==> src/rtl/shift_sequencer.sv <==
// shift_sequencer: multi-cycle 16-bit shift controller stepping a 1-bit shifter once per clock.
// Optional SHIFT_SEQ_EARLY_EXIT_EN finishes as soon as further steps cannot change out.
module shift_sequencer #(
  parameter int AMT_W = 4
) (
  input  logic             clk,
  input  logic             reset_n,
  input  logic             start,
  input  logic [15:0]      ain,
  input  logic [1:0]       op,
  input  logic [AMT_W-1:0] amount,
  output logic [15:0]      out,
  output logic             busy,
  output logic             done,
  output logic             zero
);
  typedef enum logic [1:0] {IDLE, SHIFT, DONE} state_t;
  state_t state_q, state_d;
  logic [15:0] out_q, out_d;
  logic [1:0] op_q, op_d;
  logic [AMT_W-1:0] cnt_q, cnt_d;
  logic zero_q;
  logic fix_in, fix_cur;
  function automatic logic [15:0] step(input logic [15:0] v, input logic [1:0] o);
    return o == 2'b01 ? {v[14:0], 1'b0} :
           o == 2'b10 ? {1'b0, v[15:1]} :
           o == 2'b11 ? {v[15], v[15:1]} : v;
  endfunction
  // Values that every further step of this op leaves unchanged.
  function automatic logic fixed(input logic [15:0] v, input logic [1:0] o);
    return v == 16'h0000 || (o == 2'b11 && v == 16'hFFFF);
  endfunction
`ifdef SHIFT_SEQ_EARLY_EXIT_EN
  assign fix_in  = fixed(ain, op);
  assign fix_cur = fixed(out_q, op_q);
`else
  assign fix_in  = 1'b0;
  assign fix_cur = 1'b0;
`endif
  always_comb begin
    state_d = state_q;
    out_d   = out_q;
    op_d    = op_q;
    cnt_d   = cnt_q;
    case (state_q)
      IDLE: if (start) begin
        out_d   = ain;
        op_d    = op;
        cnt_d   = amount;
        state_d = (amount == '0 || op == 2'b00 || fix_in) ? DONE : SHIFT;
      end
      SHIFT: if (fix_cur) state_d = DONE;
      else begin
        out_d   = step(out_q, op_q);
        cnt_d   = cnt_q - AMT_W'(1);
        state_d = cnt_q == AMT_W'(1) ? DONE : SHIFT;
      end
      default: state_d = IDLE;
    endcase
  end
  always_ff @(posedge clk) begin
    if (!reset_n) begin
      state_q <= IDLE;
      out_q   <= '0;
      op_q    <= '0;
      cnt_q   <= '0;
      zero_q  <= 1'b1;
    end else begin
      state_q <= state_d;
      out_q   <= out_d;
      op_q    <= op_d;
      cnt_q   <= cnt_d;
      zero_q  <= out_d == 16'h0000;
    end
  end
  assign out  = out_q;
  assign busy = state_q != IDLE;
  assign done = state_q == DONE;
  assign zero = zero_q;
endmodule

==> config.mk <==
export PLATFORM = sky130hd
export DESIGN_NAME = shift_sequencer
export DESIGN_NICKNAME = d
export VERILOG_FILES = /design/src/rtl/shift_sequencer.sv
export SDC_FILE = /design/constraint.sdc
export NUM_CORES = 1
export LEC_CHECK = 0
export ABC_AREA = 1
export BUFFER_PORTS_ARGS = -buffer_cell sky130_fd_sc_hd__buf_2
export CAP_MARGIN = 10
export CORE_MARGIN = 5
export CORE_UTILIZATION = 30
export DETAILED_ROUTE_END_ITERATION = 8
export GPL_TIMING_DRIVEN = 0
export PLACE_DENSITY = 0.49
export SYNTH_ARGS = -nofsm -noshare
export SYNTH_HDL_FRONTEND = slang
export SYNTH_SLANG_ARGS = --single-unit
==> constraint.sdc <==
create_clock -name clk -period 4.4 [get_ports clk]
set_clock_uncertainty 0.05 [all_clocks]
set_input_delay 0.88 -clock clk [delete_from_list [all_inputs] [get_ports clk]]
set_output_delay 0.88 -clock clk [all_outputs]
set_load 0.01 [all_outputs]
==> impl_metrics.csv, run 1 <==
group,metric,value,unit
sta,setup_tns,0,ns
power_and_ir_drop,ir_worst_vdd,0.1221,mV
critical_path,worstPathCellList,"buf_2 -> o21ai_2 -> buf_4 -> nand2_1 -> nand2_1 -> inv_1 -> nand2_1 -> nor2_1 -> nand2_1 -> nor2_1 -> nand2_1 -> nand2_1",
global_routing,grt_use_met2,0.2740,
floorplanning,core,5540,um2
routing,num_vias,1934,
yosys,ys.flop_type,"dfxtp_1",
sta,fin_crit_sh,0.4753,
cts,clock_sinks,25,
sta,tightest_slew,0.5923,ns
power_and_ir_drop,power_density,320.9,nW/um2
place,gp_congestion,0.8389,
layout,nets,381,
critical_path,critPathCaptureType,"flip-flop",
place,dp_hpwl,4239,um
place,io_buffers,42,
floorplanning,die_height,85.56,um
cts,clkTransAtPathRegs,0.10,ns
global_routing,use_met3,0.03362,
global_routing,grt-ovfl-total,0,
yosys,yosysTopAreaCellShare,0.2922,
routing,drcViolationCount,0,
critical_path,slowest_delay,0.40,ns
global_routing,grt.total_usage,0.1577,
sta,fmax,478.2,MHz
critical_path,crit_required,4.54,ns
critical_path,worstSetupPathType,"primary input to flip-flop",
cts,clock_latency,0.29,ns
sta,rsz0062_at_grt,"no",
floorplanning,die-area,7321,um2
cts,cts_root_buffer,"clkbuf_8",
power_and_ir_drop,p_total,0.6616,mW
yosys,ys_seq_area_frac,0.2922,
sta,slew_headroom,0.6052,
critical_path,crit_family,"buffers and inverters",
floorplanning,initial_core_util,0.3092,
cts,h-tree-depth,1,
cts,cts_setup_buffers,0,
critical_path,cpMaxStageDelayCell,"o21ai_2",
yosys,avgSynthCellArea,5.579,um2
routing,drt-total-wl,5495,um
yosys,synth-edff-count,0,
floorplanning,io-pin-count,44,
global_routing,top_usage_layer,"met2",
floorplanning,rows,27,
yosys,syn_nets,334,
run,cap_violations,0,
yosys,async_flop_share,0,
yosys,synth_most_common_cell,"nand2_1",
power_and_ir_drop,leakagePower,1.150,nW
global_routing,antenna_found_initial,0,
critical_path,crit_top_cell,"nand2_1",
yosys,ys_top_cells_by_count,"nand2_1 (114), inv_1 (40), nor2_1 (36)",
layout,area_growth,20.38,%
critical_path,startpoint_type,"primary input",
routing,ant_nets,0,
yosys,synth_seq_cells,25,
yosys,yosysWarningCount,0,
routing,firstDrtPassIters,4,
layout,n_antenna_cell,0,
global_routing,grt_pass1_wl,9128,um
routing,dr.first_iter.drc_count,102,
yosys,syn-cell-area,1713,um2
sta,hold_viol,0,
cts,cts_buffer_depth,2,
yosys,synthCells,307,
floorplanning,die_w,85.56,um
global_routing,grtUsageMet1,0.2003,
critical_path,worstPathArrival,2.23,ns
critical_path,cp_max_fo,10,
sta,min_period,2.091,ns
min_path,worstHoldPathType,"flip-flop to flip-flop",
yosys,ys_types,26,
sta,slew_viol_final,0,
cts,cts_hold_buffers,0,
routing,viasPerCell,4.551,
cts,cts_made_buffers,3,
run_status,status,"finished, final reports clean",
routing,avgRoutedWirePerCell,12.93,um
yosys,synth_largest_area_cell,"dfxtp_1",
sta,setup-violations-final,0,
cts,cts_resized,0,
global_routing,grt_max_degree,16,
layout,drive_gt1_frac,0.1700,
critical_path,cp.buffers_inverters,3,
global_routing,grt_pass1_vias,1855,
yosys,synth_area_leaders,"dfxtp_1 (29%), nand2_1 (25%), inv_1 (8.8%)",
cts,cts_tree,"built",
[placed cells by master (no fill, tap or decap)]
cell        Yosys  routed
a21oi_1        20      20
a22oi_1         1       1
a31oi_1         3       3
buf_1           1       1
buf_2           5      47
buf_4           1       1
clkbuf_1        3       3
clkbuf_8        0       3
clkinv_1        1       1
clkinvlp_4      0       1
dfxtp_1        25      25
ha_1            2       2
inv_1          40      40
inv_2           3       3
nand2_1       114     114
nand2_2         1       1
nand3_1        27      27
nand4_1         1       1
nor2_1         36      36
nor2_2          1       1
nor2_4          1       1
nor3_1          1       1
nor3b_1         1       1
o21ai_0        13      13
o21ai_2         1       1
o22ai_1         3       3
or2_2           1       1
xor2_1          1       1
[cells by family after synthesis]
family,count (synthesis),share of synthesized area
simple gates,184,0.4361
flops,25,0.2922
fa+ha+maj,2,0.01461
compound gates,41,0.1278
xor+xnor,1,0.005114
buf+inv,54,0.1242
[final cells by class]
type                            instances  area (um2)
Buffer                                 10       47.55
Tap cell                               72       90.09
Fill cell                             653        3478
Inverter                               44       165.2
Multi-Input combinational cell        228       999.7
Clock buffer                            3       41.29
Clock inverter                          1       7.507
Sequential cell                        25       500.5
Timing Repair Buffer                   42       210.2
[metrics by stage]
step                      setup slack, ns  hold WS (ns)  instances  utilization  cell area, um2
final                               2.309        0.4575        425       0.3722            2062
after global routing                2.152        0.4752        425       0.3722            2062
after CTS                           2.269        0.4552        425       0.3722            2062
after detailed placement            1.955        0.4428        421       0.3634            2013
after global placement              1.988        0.4371        421       0.3634            2013
after floorplan                     2.346        0.4189        307            -            1713
[state kept, by name, summed over array words and instances, names as in the netlist]
| name | cells |
|---|---|
| state_q | 2 |
| out | 16 |
| op_q | 2 |
| zero | 1 |
| cnt_q | 4 |
[final timing paths]
kind,startpoint,to,slack [ns],cells past startpoint
max,start,zero$_SDFF_PN1_,2.31,12
min,cnt_q[3]$_SDFFE_PN0P_,cnt_q[3]$_SDFFE_PN0P_,0.46,2
max reg2reg,op_q[0]$_SDFFE_PN0P_,zero$_SDFF_PN1_,2.50,10
min reg2reg,cnt_q[3]$_SDFFE_PN0P_,cnt_q[3]$_SDFFE_PN0P_,0.46,2
[worst reg2reg max path, cell delays in order (launching register included)]
cell and delay [ns]:
dfxtp_1 0.42, inv_1 0.10, nor2_1 0.46, a21oi_1 0.14
nand2_1 0.11, nand2_1 0.05, nor2_1 0.09, nand2_1 0.07
nor2_1 0.22, nand2_1 0.08, nand2_1 0.06
[power by group]
| group | leakage (nW) | switching [mW] | internal [mW] | total [mW] |
|---|---|---|---|---|
| combinational | 0.922 | 0.150 | 0.0855 | 0.236 |
| clock | 0.0217 | 0.0863 | 0.0646 | 0.151 |
| sequential | 0.206 | 0.0260 | 0.249 | 0.275 |
[routing by layer]
layer / up-vias / share of wire
li1: 1047 / -
met1: 849 / 0.48
met2: 31 / 0.47
met3: 7 / 0.036
met4: 0 / 0.0087
met5: - / 0
(Power assumes the default switching activity.)
==> inputs of run 2 (changes only) <==
- ABC_AREA: 1 -> 0
- PLACE_DENSITY: 0.49 -> 0.51
- clock period: 4.4 -> 1.8 ns (I/O delays scaled with it)
==> run 2 against run 1 <==
  * The run now ends with setup timing left
  * First-iteration DRC count increased by 7.8%
  * Area after synthesis decreased by 4.8%
  * Total power increased by 140%
  * Critical path type is now flip-flop to flip-flop
  * Critical endpoint unchanged
  * Largest cell class unchanged
==> impl_metrics.csv, run 2 <==
group,metric,value,unit
floorplanning,io-pin-count,44,
place,dp_hpwl,3998,um
yosys,ys_top_cells_by_count,"dfxtp_1 (25), nor2_1 (19), nand2_1 (17)",
run_status,failed_checks,"setup timing",
yosys,synth_area_leaders,"dfxtp_1 (31%), and2_1 (5.4%), o21ai_0 (4.9%)",
layout,area_growth,31.39,%
power_and_ir_drop,combPwrFrac,0.356,
sta,hold_viol,0,
run_status,status,"complete, but fails checks",
yosys,avgSynthCellArea,7.838,um2
yosys,ys.flop_type,"dfxtp_1",
yosys,ys_seq_area_frac,0.3070,
layout,nets,289,
power_and_ir_drop,intPower,1.032,mW
global_routing,grt.total_usage,0.1586,
critical_path,slowest_delay,0.56,ns
yosys,synth_seq_cells,25,
power_and_ir_drop,p_switching,0.5645,mW
global_routing,grt_pass1_vias,1753,
floorplanning,core,5205,um2
yosys,synth-edff-count,0,
place,io_buffers,43,
sta,min_period,2.161,ns
yosys,syn_nets,235,
min_path,hold_path_depth,3,
place,place_ws,-0.6402,ns
critical_path,worstRegToRegCells,6,
yosys,async_flop_share,0,
routing,viasPerCell,5.293,
critical_path,crit_required,1.97,ns
place,gp_congestion,0.8262,
floorplanning,initial_core_util,0.3132,
floorplanning,die_w,83.72,um
min_path,whs_endpoint,"op_q[1]$_SDFFE_PN0P_",
critical_path,startpoint_type,"flip-flop",
cts,clkTransAtPathRegs,0.09,ns
yosys,ys_types,48,
routing,dr.first_iter.drc_count,110,
routing,avgRoutedWirePerCell,16.78,um
global_routing,grt_pass1_wl,9039,um
critical_path,cpMaxStageDelayCell,"or4b_4",
sta,tightest_slew,0.4499,ns
power_and_ir_drop,ir_worst_vdd,0.3115,mV
power_and_ir_drop,power_density,745.4,nW/um2
routing,drt-total-wl,5555,um
floorplanning,die-area,7009,um2
place,dp_cells,321,
sta,hold_ws,0.2837,ns
run,cap_violations,0,
cts,h-tree-depth,1,
critical_path,critPathCaptureType,"flip-flop",
critical_path,worstPathCellList,"or4b_4 -> a21oi_4 -> nor3_1 -> or4_4 -> nor4_4 -> a41o_1",
yosys,yosysWarningCount,0,
critical_path,worstPathArrival,2.34,ns
yosys,syn-cell-area,1630,um2
global_routing,grt-ovfl-total,0,
sta,finalWorstSetupSlack,-0.3612,ns
layout,n_antenna_cell,0,
layout,largest_reg_flops,16,
min_path,worstHoldPathType,"primary input to flip-flop",
sta,rsz0062_at_grt,"yes",
critical_path,cp_max_fo,7,
cts,cts_buffer_depth,2,
routing,ant_nets,0,
sta,setup-violations-final,1,
cts,cts_tree,"built",
critical_path,worstSetupPathType,"flip-flop to flip-flop",
yosys,synthCells,208,
cts,clock_latency,0.28,ns
layout,final_common_cell,"buf_2",
global_routing,antenna_found_initial,0,
power_and_ir_drop,leakagePower,0.8962,nW
sta,fin_crit_sh,1.201,
layout,drive_gt1_frac,0.3257,
cts,cts_made_buffers,3,
floorplanning,rows,26,
yosys,yosysTopAreaCellShare,0.3070,
sta,slew_viol_final,0,
yosys,synth_largest_area_cell,"dfxtp_1",
power_and_ir_drop,seqPwrFrac,0.425,
cts,cts_root_buffer,"clkbuf_8",
floorplanning,die_height,83.72,um
routing,drcViolationCount,0,
global_routing,grt_max_degree,15,
critical_path,r2r_start,"state_q[1]$_SDFFE_PN0P_",
critical_path,reg2reg_slack,-0.36,ns
min_path,min-delay-start,"op[1]",
layout,layout_common_cells,"buf_2 (44), dfxtp_1 (21), nor2_1 (18)",
layout,final_cells,331,
critical_path,timing.rr.end,"zero$_SDFF_PN1_",
sta,slew_headroom,0.6969,
power_and_ir_drop,swShare,0.3535,
power_and_ir_drop,clock_power_share,0.219,
yosys,synth_most_common_cell,"dfxtp_1",
cts,cts_hold_buffers,0,
routing,num_vias,1752,
sta,fmax,462.7,MHz
routing,firstDrtPassIters,4,
cts,clock_sinks,25,
## run 2: cell types whose count changed after synthesis, moves of 12 or more
cell	change
nor2_1	-17
nand3_1	-27
nand2_1	-97
a21oi_1	-12
and2_1	+14
inv_1	-34
## run 2: through the flow
stage	util	power, mW	cell area (um2)	setup TNS [ns]
2_1_floorplan	-	1.011	1640	-0.1264
3_3_place_gp	0.3733	1.188	1943	-4.156
3_5_place_dp	0.3733	1.186	1943	-3.935
4_1_cts	0.3887	1.556	2023	-0.4050
5_1_grt	0.4115	1.696	2142	-0.4469
6_report	0.4115	1.597	2142	-0.3612
## run 2: final cells by class
cell class / count / area [um2]
clock inverter: 1 / 5.005
clock buffer: 3 / 41.29
timing repair buffer: 50 / 267.8
tap: 70 / 87.58
sequential: 25 / 510.5
buffer: 13 / 126.4
inverter: 7 / 26.28
fill: 560 / 3063
multi-input combinational: 162 / 1077
## run 2: cell families after synthesis
logic type,share of synthesized area
AO/OA/AOI/OAI,0.2671
adder cells (fa/ha/maj),0.01535
buffers and inverters,0.06753
flip-flops,0.3070
multiplexers,0.03761
AND/OR/NAND/NOR,0.3055
## run 2: critical path: cells and delay by family, from the launching register on
family	cells	cell delay (ns)
simple gates	4	1.33
flops	1	0.38
compound gates	2	0.35
## run 2: how the worst max path moves through the flow
stage / start / end / slack (ns) / cells after the start
after floorplan: op_q[0]$_SDFFE_PN0P_ / zero$_SDFF_PN1_ / -0.13 / 6
after global placement: start / zero$_SDFF_PN1_ / -0.66 / 8
after detailed placement: start / zero$_SDFF_PN1_ / -0.64 / 8
after CTS: state_q[1]$_SDFFE_PN0P_ / zero$_SDFF_PN1_ / -0.32 / 6
after global routing: op_q[0]$_SDFFE_PN0P_ / zero$_SDFF_PN1_ / -0.45 / 7
final: state_q[1]$_SDFFE_PN0P_ / zero$_SDFF_PN1_ / -0.36 / 6
## run 2: layer usage
layer	GRT usage	vias up	part of all wire
met2	0.2321	75	0.44
met5	0	-	0
met4	0.07456	0	0.022
met1	0.2237	796	0.47
li1	-	869	-
met3	0.02764	12	0.064
## run 2: timing repair
item | CTS | global route
buffers inserted | 0 | 7
pin swaps | 0 | 7
endpoints found under the setup margin | 17 | 10
resized for setup | 13 | 23
## run 2: power groups by stage
stage                     clock [mW]  combinational [mW]  sequential, mW
after floorplan                    0               0.324           0.687
final                          0.350               0.568           0.679
after global placement             0               0.500           0.688
after global routing           0.385               0.621           0.690
after detailed placement           0               0.497           0.688
after CTS                      0.366               0.514           0.676
==> inputs of run 3 (changes only) <==
- ABC_AREA: 0 -> 1
==> run 3 against run 2 <==
  * Fmax is 32% higher
  * Cell count rose by 28%
  * Clock power increased by 10%
  * Clock-buffer cell count unchanged
  * Combinational power grew 3.7%
  * The run now ends clean
  * First-iteration DRC count down 25%
  * Highest routed layer unchanged
==> impl_metrics.csv, run 3 (synthesis gave the netlist of run 1 again) <==
group,metric,value,unit
place,dp_cells,421,
routing,viasPerCell,4.579,
min_path,hold_path_depth,2,
global_routing,grt-ovfl-total,0,
floorplanning,die_w,85.56,um
cts,cts_root_buffer,"clkbuf_8",
sta,fin_crit_sh,0.9127,
place,gp_congestion,0.7886,
floorplanning,initial_core_util,0.3092,
routing,drt-total-wl,5472,um
routing,avgRoutedWirePerCell,12.88,um
min_path,worstHoldPathType,"primary input to flip-flop",
layout,n_antenna_cell,0,
min_path,whs_endpoint,"zero$_SDFF_PN1_",
critical_path,critPathCaptureType,"flip-flop",
sta,rsz0062_at_grt,"no",
cts,cts_tree,"built",
critical_path,worstSetupPathType,"flip-flop to flip-flop",
global_routing,grt_pass1_vias,1862,
routing,drcViolationCount,0,
global_routing,grt_pass1_wl,9142,um
layout,final_common_cell,"nand2_1",
sta,hold_ws,0.2743,ns
critical_path,worstPathArrival,1.79,ns
layout,largest_reg_flops,16,
critical_path,worstRegToRegCells,12,
power_and_ir_drop,power_density,784.7,nW/um2
run_status,status,"finished, final reports clean",
power_and_ir_drop,ir_worst_vdd,0.4286,mV
critical_path,slowest_delay,0.44,ns
cts,cts_setup_buffers,0,
critical_path,timing.rr.end,"zero$_SDFF_PN1_",
place,io_buffers,42,
critical_path,cp_max_fo,10,
place,dp_hpwl,4185,um
critical_path,reg2reg_slack,0.16,ns
sta,slew_headroom,0.6231,
sta,hold_viol,0,
routing,ant_nets,0,
critical_path,cpMaxStageDelayCell,"dfxtp_2",
layout,nets,381,
sta,min_period,1.643,ns
critical_path,crit_top_cell,"nand2_1",
routing,dr.first_iter.drc_count,82,
cts,h-tree-depth,1,
global_routing,grt.total_usage,0.1568,
critical_path,worstPathCellList,"inv_2 -> nor2_4 -> buf_4 -> nand3_1 -> nand2_1 -> inv_1 -> nand2_1 -> nor2_1 -> nand2_1 -> nor2_2 -> nand2_1 -> nand2_1",
routing,num_vias,1946,
layout,final_cells,425,
cts,cts_buffer_depth,2,
cts,clock_sinks,25,
run,cap_violations,0,
sta,slew_viol_final,0,
floorplanning,die-area,7321,um2
layout,layout_common_cells,"nand2_1 (112), buf_2 (45), inv_1 (40)",
min_path,min-delay-start,"reset_n",
place,place_ws,-0.08994,ns
power_and_ir_drop,leakagePower,1.170,nW
routing,firstDrtPassIters,4,
floorplanning,rows,27,
critical_path,startpoint_type,"flip-flop",
floorplanning,die_height,85.56,um
global_routing,grt_max_degree,17,
cts,cts_made_buffers,3,
global_routing,antenna_found_initial,0,
layout,area_growth,23.01,%
sta,setup-violations-final,0,
layout,drive_gt1_frac,0.1955,
floorplanning,io-pin-count,44,
sta,finalWorstSetupSlack,0.1571,ns
floorplanning,core,5540,um2
critical_path,crit_required,1.94,ns
sta,fmax,608.7,MHz
cts,clock_latency,0.29,ns
cts,clkTransAtPathRegs,0.11,ns
sta,tightest_slew,0.5653,ns
critical_path,r2r_start,"state_q[0]$_SDFFE_PN0P_",
==> run 3: power breakdown <==
part | leakage (nW) | switching, mW | internal (mW)
sequential | 0.207 | 0.0682 | 0.611
combinational | 0.937 | 0.369 | 0.220
clock | 0.0261 | 0.222 | 0.163
==> run 3: repair_timing <==
action	in CTS	in global routing
resized for setup	2	15
setup endpoints to repair	1	1
endpoints found under the hold margin	0	0
hold buffers	0	0
==> run 3: worst max-delay path, delay by kind of cell (launching register included) <==
kind	cells	cell delay, ns
flip-flops	1	0.44
buffers and inverters	3	0.34
AND/OR/NAND/NOR	9	0.72
==> run 3: metal layers <==
layer  global-route usage  routed length, um  vias to the layer above
met3              0.03939                365                        2
li1                     -                  -                     1048
met5                    0                  0                        -
met2               0.2669               2535                       43
met1               0.2035               2546                      853
met4              0.02446                 25                        0
==> run 3: cell type report <==
class / count / area, um2
Fill cell: 665 / 3433
Multi-Input combinational cell: 228 / 1032
Sequential cell: 25 / 504.2
Timing Repair Buffer: 42 / 210.2
Inverter: 44 / 165.2
Tap cell: 72 / 90.09
Buffer: 10 / 55.05
Clock buffer: 3 / 41.29
Clock inverter: 1 / 8.758
==> run 3: worst max-delay path by stage <==
stage,start,endpoint,slack (ns),cells past startpoint
finish,state_q[0]$_SDFFE_PN0P_,zero$_SDFF_PN1_,0.16,12
global route,state_q[0]$_SDFFE_PN0P_,zero$_SDFF_PN1_,0.02,12
CTS,op_q[1]$_SDFFE_PN0P_,zero$_SDFF_PN1_,0.02,11
detailed placement,start,zero$_SDFF_PN1_,-0.09,12
global placement,start,zero$_SDFF_PN1_,-0.1,12
floorplan,start,zero$_SDFF_PN1_,0.27,12
==> run 3: metrics by stage <==
step	power, mW	area, um2	setup TNS, ns	utilization
4_1_cts	1.651	2067	0	0.3731
3_3_place_gp	1.264	2013	-0.09870	0.3634
3_5_place_dp	1.263	2013	-0.08994	0.3634
5_1_grt	1.799	2107	0	0.3803
2_1_floorplan	1.073	1713	0	-
6_report	1.653	2107	0	0.3803
